==> src/rtl/divider.sv <==
// divider: sequential restoring divider, one quotient bit per clock.
// Unsigned dividend (DIVIDEND_W bits) divided by unsigned divisor (DIVISOR_W bits),
// with a start/busy/done handshake. Results hold until the next accepted start.
// Optional feature macro: DIVIDER_DBZ_EN adds a dbz port. With it, a zero divisor
// skips iteration and reports done on the cycle after capture.
module divider #(
  parameter int DIVIDEND_W = 8,
  parameter int DIVISOR_W  = 4
) (
  input  logic                  clk,
  input  logic                  rst_n,
  input  logic                  start,
  input  logic [DIVIDEND_W-1:0] dividend,
  input  logic [DIVISOR_W-1:0]  divisor,
  output logic                  busy,
  output logic                  done,
  output logic [DIVIDEND_W-1:0] quotient,
  output logic [DIVISOR_W-1:0]  remainder
`ifdef DIVIDER_DBZ_EN
  ,
  output logic                  dbz
`endif
);

  localparam int CNT_W = $clog2(DIVIDEND_W + 1);
  localparam logic [CNT_W-1:0] LAST_STEP = CNT_W'(DIVIDEND_W - 1);

  typedef enum logic [1:0] {
    S_IDLE,
    S_CALC,
    S_DONE
  } state_t;

  state_t r_state;
  state_t w_nextState;

  logic [DIVIDEND_W-1:0] r_dvd;
  logic [DIVISOR_W-1:0]  r_divisor;
  logic [DIVISOR_W:0]    r_prem;
  logic [CNT_W-1:0]      r_cnt;
  logic [DIVIDEND_W-1:0] r_quotient;
  logic [DIVISOR_W-1:0]  r_remainder;

  logic                  w_accept;
  logic                  w_zeroSkip;
  logic                  w_lastStep;
  logic                  w_busy;
  logic                  w_done;
  logic [DIVISOR_W:0]    w_premShift;
  logic                  w_qBit;
  logic [DIVISOR_W:0]    w_premNext;
  logic [DIVIDEND_W-1:0] w_dvdNext;

`ifdef DIVIDER_DBZ_EN
  logic r_dbz;
  assign w_zeroSkip = (divisor == '0);
  assign dbz        = r_dbz;
`else
  assign w_zeroSkip = 1'b0;
`endif

  assign w_lastStep = (r_cnt == LAST_STEP);

  // One restoring step: shift the next dividend bit into the partial remainder,
  // subtract the divisor when it fits. The top partial-remainder bit is shifted out;
  // it is only ever set when the divisor is zero, where truncation is the intended result.
  assign w_premShift = (DIVISOR_W + 1)'({r_prem, r_dvd[DIVIDEND_W-1]});
  assign w_qBit      = (w_premShift >= {1'b0, r_divisor});
  assign w_premNext  = w_qBit ? (w_premShift - {1'b0, r_divisor}) : w_premShift;
  assign w_dvdNext   = DIVIDEND_W'({r_dvd, w_qBit});

  // State register; reset aborts any division in flight.
  always_ff @(posedge clk or negedge rst_n) begin
    if (!rst_n) begin
      r_state <= S_IDLE;
    end else begin
      r_state <= w_nextState;
    end
  end

  // Next-state and handshake outputs; start is only honoured in IDLE or DONE.
  always_comb begin
    w_nextState = r_state;
    w_accept    = 1'b0;
    w_busy      = 1'b0;
    w_done      = 1'b0;
    case (r_state)
      S_IDLE: begin
        if (start) begin
          w_accept    = 1'b1;
          w_nextState = w_zeroSkip ? S_DONE : S_CALC;
        end
      end
      S_CALC: begin
        w_busy = 1'b1;
        if (w_lastStep) begin
          w_nextState = S_DONE;
        end
      end
      S_DONE: begin
        w_done = 1'b1;
        if (start) begin
          w_accept    = 1'b1;
          w_nextState = w_zeroSkip ? S_DONE : S_CALC;
        end else begin
          w_nextState = S_IDLE;
        end
      end
      default: begin
        w_nextState = S_IDLE;
      end
    endcase
  end

  // Datapath: capture operands on accept, iterate in CALC, publish results on the last step.
  always_ff @(posedge clk or negedge rst_n) begin
    if (!rst_n) begin
      r_dvd       <= '0;
      r_divisor   <= '0;
      r_prem      <= '0;
      r_cnt       <= '0;
      r_quotient  <= '0;
      r_remainder <= '0;
    end else if (w_accept) begin
      r_dvd     <= dividend;
      r_divisor <= divisor;
      r_prem    <= '0;
      r_cnt     <= '0;
      if (w_zeroSkip) begin
        r_quotient  <= '1;
        r_remainder <= dividend[DIVISOR_W-1:0];
      end
    end else if (r_state == S_CALC) begin
      r_prem <= w_premNext;
      r_dvd  <= w_dvdNext;
      r_cnt  <= r_cnt + 1'b1;
      if (w_lastStep) begin
        r_quotient  <= w_dvdNext;
        r_remainder <= w_premNext[DIVISOR_W-1:0];
      end
    end
  end

`ifdef DIVIDER_DBZ_EN
  // Divide-by-zero flag: set when a zero divisor is accepted, cleared by any other accept.
  always_ff @(posedge clk or negedge rst_n) begin
    if (!rst_n) begin
      r_dbz <= 1'b0;
    end else if (w_accept) begin
      r_dbz <= w_zeroSkip;
    end
  end
`endif

  assign busy      = w_busy;
  assign done      = w_done;
  assign quotient  = r_quotient;
  assign remainder = r_remainder;

endmodule

==> config.mk <==
export PLATFORM = sky130hd
export DESIGN_NAME = divider
export DESIGN_NICKNAME = d
export VERILOG_FILES = /design/src/rtl/divider.sv
export SDC_FILE = /design/constraint.sdc
export NUM_CORES = 1
export LEC_CHECK = 0
export CAP_MARGIN = 20
export CORE_AREA = 2 2 62 64
export CTS_CLUSTER_DIAMETER = 200
export CTS_CLUSTER_SIZE = 28
export DETAILED_ROUTE_END_ITERATION = 6
export DIE_AREA = 0 0 64 66
export PLACE_DENSITY = 0.73
export SLEW_MARGIN = 25
export SYNTH_ARGS = -nofsm -noshare
export SYNTH_HDL_FRONTEND = slang
export SYNTH_SLANG_ARGS = --single-unit
==> constraint.sdc <==
create_clock -name clk -period 1.86 [get_ports clk]
set_input_delay 0.279 -clock clk [delete_from_list [all_inputs] [get_ports clk]]
set_output_delay 0.279 -clock clk [all_outputs]
set_load 0.01 [all_outputs]
==> impl_metrics.yaml <==
status:
  outcome: "finished, final reports clean"
logic_synthesis:
  post_synth.cell_area_avg_um2: 9.90
  ys.flop_type: "dfrtp_1"
  syn_inst: 160
  synth_warnings: 0
  syn_area_um2: 1580
  ys_ff_latch: 34
  synthesis.nets: 181
  ys_types: 35
  synth_enable_flop_cells: 0
  synth-seq-area-share: 0.537
  async_reset_ff_frac: 1.00
die:
  core_area_um2: 3550
  rows: 22
  die_area_um2: 4220
  start_util: 0.446
  die_y_um: 66
  die_width_um: 64
  io_pins: 29
clocking:
  htreeDepth: 2
  clock-root-buffer: "clkbuf_4"
  numCtsBuffers: 5
  cts.sinks: 34
  cts_buffer_depth: 2
  clkTransAtPathRegs_ns: 0.11
  postCtsHoldBufs: 0
  cts_tree: "done"
  clk-insertion-delay-late_ns: 0.34
timing:
  slew_viol_final: 0
  min_period_ns: 1.81
  worst_slew_pin_slew_ns: 0.778
  hold_slack_ns: 0.337
  fmax_ghz: 0.552
  finalCritPeriodShare: 0.975
  finClkSkew_ns: 0.0149
  setup_viol: 0
  slew_headroom: 0.479
  fin_ws_ns: 0.0472
  hold_viol: 0
finish:
  stdcell_area_um2: 2100
  drive_gt1_frac: 0.185
  fin_nets: 225
  diodes: 0
  utilization: 0.592
  syn2layout_area_growth_pct: 32.7
pwr:
  peakVddDrop_mv: 0.800
  power.leakage_nw: 0.963
  power_mw: 4.14
  powerDensity_nw_per_um2: 1970
detailed_routing:
  antenna_left: 0
  vias: 1344
  viasPerCell: 5.31
  drc: 0
  drt_iter0_drc: 79
  wl_per_cell_um: 15.0
  routed_wl_um: 3790
  drt_first_pass_iters: 4
place:
  port-buffer-count: 28
  dp_slack_ns: 0.0136
  hpwl_um: 2710
  gp_congestion: 0.888
  dpl_cell_area_um2: 1970
worst_setup_path:
  cp_slowest_cell: "dfrtp_1"
  crit_fanout: 5
  required_ns: 2.08
  cp.arrival_ns: 2.04
  worstRegToRegCells: 6
  endpoint_kind: "flip-flop"
  path_cells: "inv_2 > ha_4 > nor2b_4 > o311a_4 > or3_4 > a32o_1"
  cp-start-kind: "flip-flop"
  regToRegSetupSlack_ns: 0.05
  crit_family: "compound AO/OA/AOI/OAI gates"
  critical_path_buf_inv_count: 1
  critPathKind: "flip-flop to flip-flop"
  max_stage_delay_ns: 0.39
  rr_endpoint: "r_prem[2]$_DFFE_PN0P_"
  r2r_start: "r_divisor[1]$_DFFE_PN0P_"
global_routing:
  grt_max_degree: 35
  grt_pass1_vias: 1380
  grt_first_pass_wirelength_um: 6470
  grtUsageTotal: 0.203
  grt_overflow: 0
  antenna_found_initial: 0
worst_hold_path:
  hold_class: "input pin to async pin"
run:
  max_cap_violations: 0
-- Yosys cell counts, drive strengths merged (2+ instances only) --
cell type,instances,area (um^2)
or2,2,15.0
nand2b,3,18.8
a32o,2,20.0
o31ai,2,15.0
inv,6,22.5
and2,3,18.8
o21ai,12,60.1
a22oi,7,52.6
nor2b,4,32.5
nand2,47,176
a31oi,2,12.5
a31o,2,17.5
dfrtp,34,851
nor3,2,10.0
ha,5,62.6
nand4,2,12.5
nand3,4,20.0
nor2,4,15.0
clkbuf,3,11.3
buf,3,30.0
-- power by group --
group,total (mW),switching (mW),internal (mW)
logic,2.35,1.16,1.19
clock network,0.427,0.244,0.183
registers,1.36,0.241,1.12
total,4.14,1.64,2.49
-- worst register-to-register path, delay by kind of cell (launching register included) --
family	cells	cell delay, ns
DFF	1	0.39
and+or+nand+nor	2	0.47
buffers and inverters	1	0.08
AOI/OAI and AO/OA	2	0.57
adders and majority gates	1	0.20
-- per-layer routing --
layer | vias up | GRT usage | part of all wire
li1 | 636 | - | -
met1 | 655 | 0.259 | 0.43
met2 | 45 | 0.323 | 0.49
met3 | 8 | 0.0528 | 0.059
met4 | 0 | 0.0924 | 0.018
met5 | - | 0 | 0
-- kinds of logic after synthesis --
family          Yosys count  share of synthesized area
xor+xnor                  1                    0.00553
buf+inv                  13                     0.0427
fa+ha+maj                 6                     0.0521
simple gates             73                      0.210
flops                    34                      0.537
compound gates           33                      0.152
-- stage by stage --
step / std cells / TNS (ns)
after floorplan: 160 / 0
after CTS: 252 / 0
final: 253 / 0
after detailed placement: 242 / 0
after global routing: 253 / -0.0118
after global placement: 242 / 0
-- sequential cells by signal, summed over array words and instances (netlist names) --
signal	flops
quotient	8
r_cnt	4
r_divisor	4
r_dvd	8
r_prem	4
r_state	2
remainder	4
-- how the worst max path moves through the flow --
| stage | from | endpoint | depth (start not counted) |
|---|---|---|---|
| 6_report | r_divisor[1]$_DFFE_PN0P_ | r_prem[2]$_DFFE_PN0P_ | 6 |
| 5_1_grt | r_divisor[2]$_DFFE_PN0P_ | r_prem[2]$_DFFE_PN0P_ | 6 |
| 4_1_cts | r_dvd[7]$_DFFE_PN0P_ | r_prem[2]$_DFFE_PN0P_ | 7 |
| 3_5_place_dp | r_prem[1]$_DFFE_PN0P_ | r_prem[2]$_DFFE_PN0P_ | 5 |
| 3_3_place_gp | r_prem[1]$_DFFE_PN0P_ | r_prem[2]$_DFFE_PN0P_ | 5 |
| 2_1_floorplan | r_prem[0]$_DFFE_PN0P_ | r_prem[2]$_DFFE_PN0P_ | 5 |
-- placed cells by master (no fill, tap or decap), types with 2 or more instances in the layout --
cell             synthesis  final
nand2_1                 47     47
dfrtp_1                 34     33
clkdlybuf4s50_1          0     26
buf_4                    1     15
o21ai_0                 12     11
a22oi_1                  7      7
inv_1                    6      5
clkbuf_4                 0      5
nor2_1                   4      4
nand3_1                  4      4
nor2b_1                  3      3
clkinv_2                 0      2
nand4_1                  2      2
nor3_1                   2      2
o31ai_1                  2      2
nand2b_1                 3      2
and2_1                   2      2
a31o_2                   2      2
a31oi_1                  2      2
a32o_1                   2      2
ha_1                     5      2
ha_4                     0      2
-- cell type report --
class	count	area, um^2
clock buffer	7	55.1
clock inverter	1	5.00
fill	318	1450
inverter	7	27.5
multi-input combinational	113	708
sequential	34	852
tap	48	60.1
timing repair buffer	43	394
-- timing repair --
action | in CTS | in global routing
buffers inserted | 2 | 1
gates resized for setup | 6 | 6
endpoints found under the setup margin | 5 | 6
Note: power is estimated with default switching activity, not from simulation.
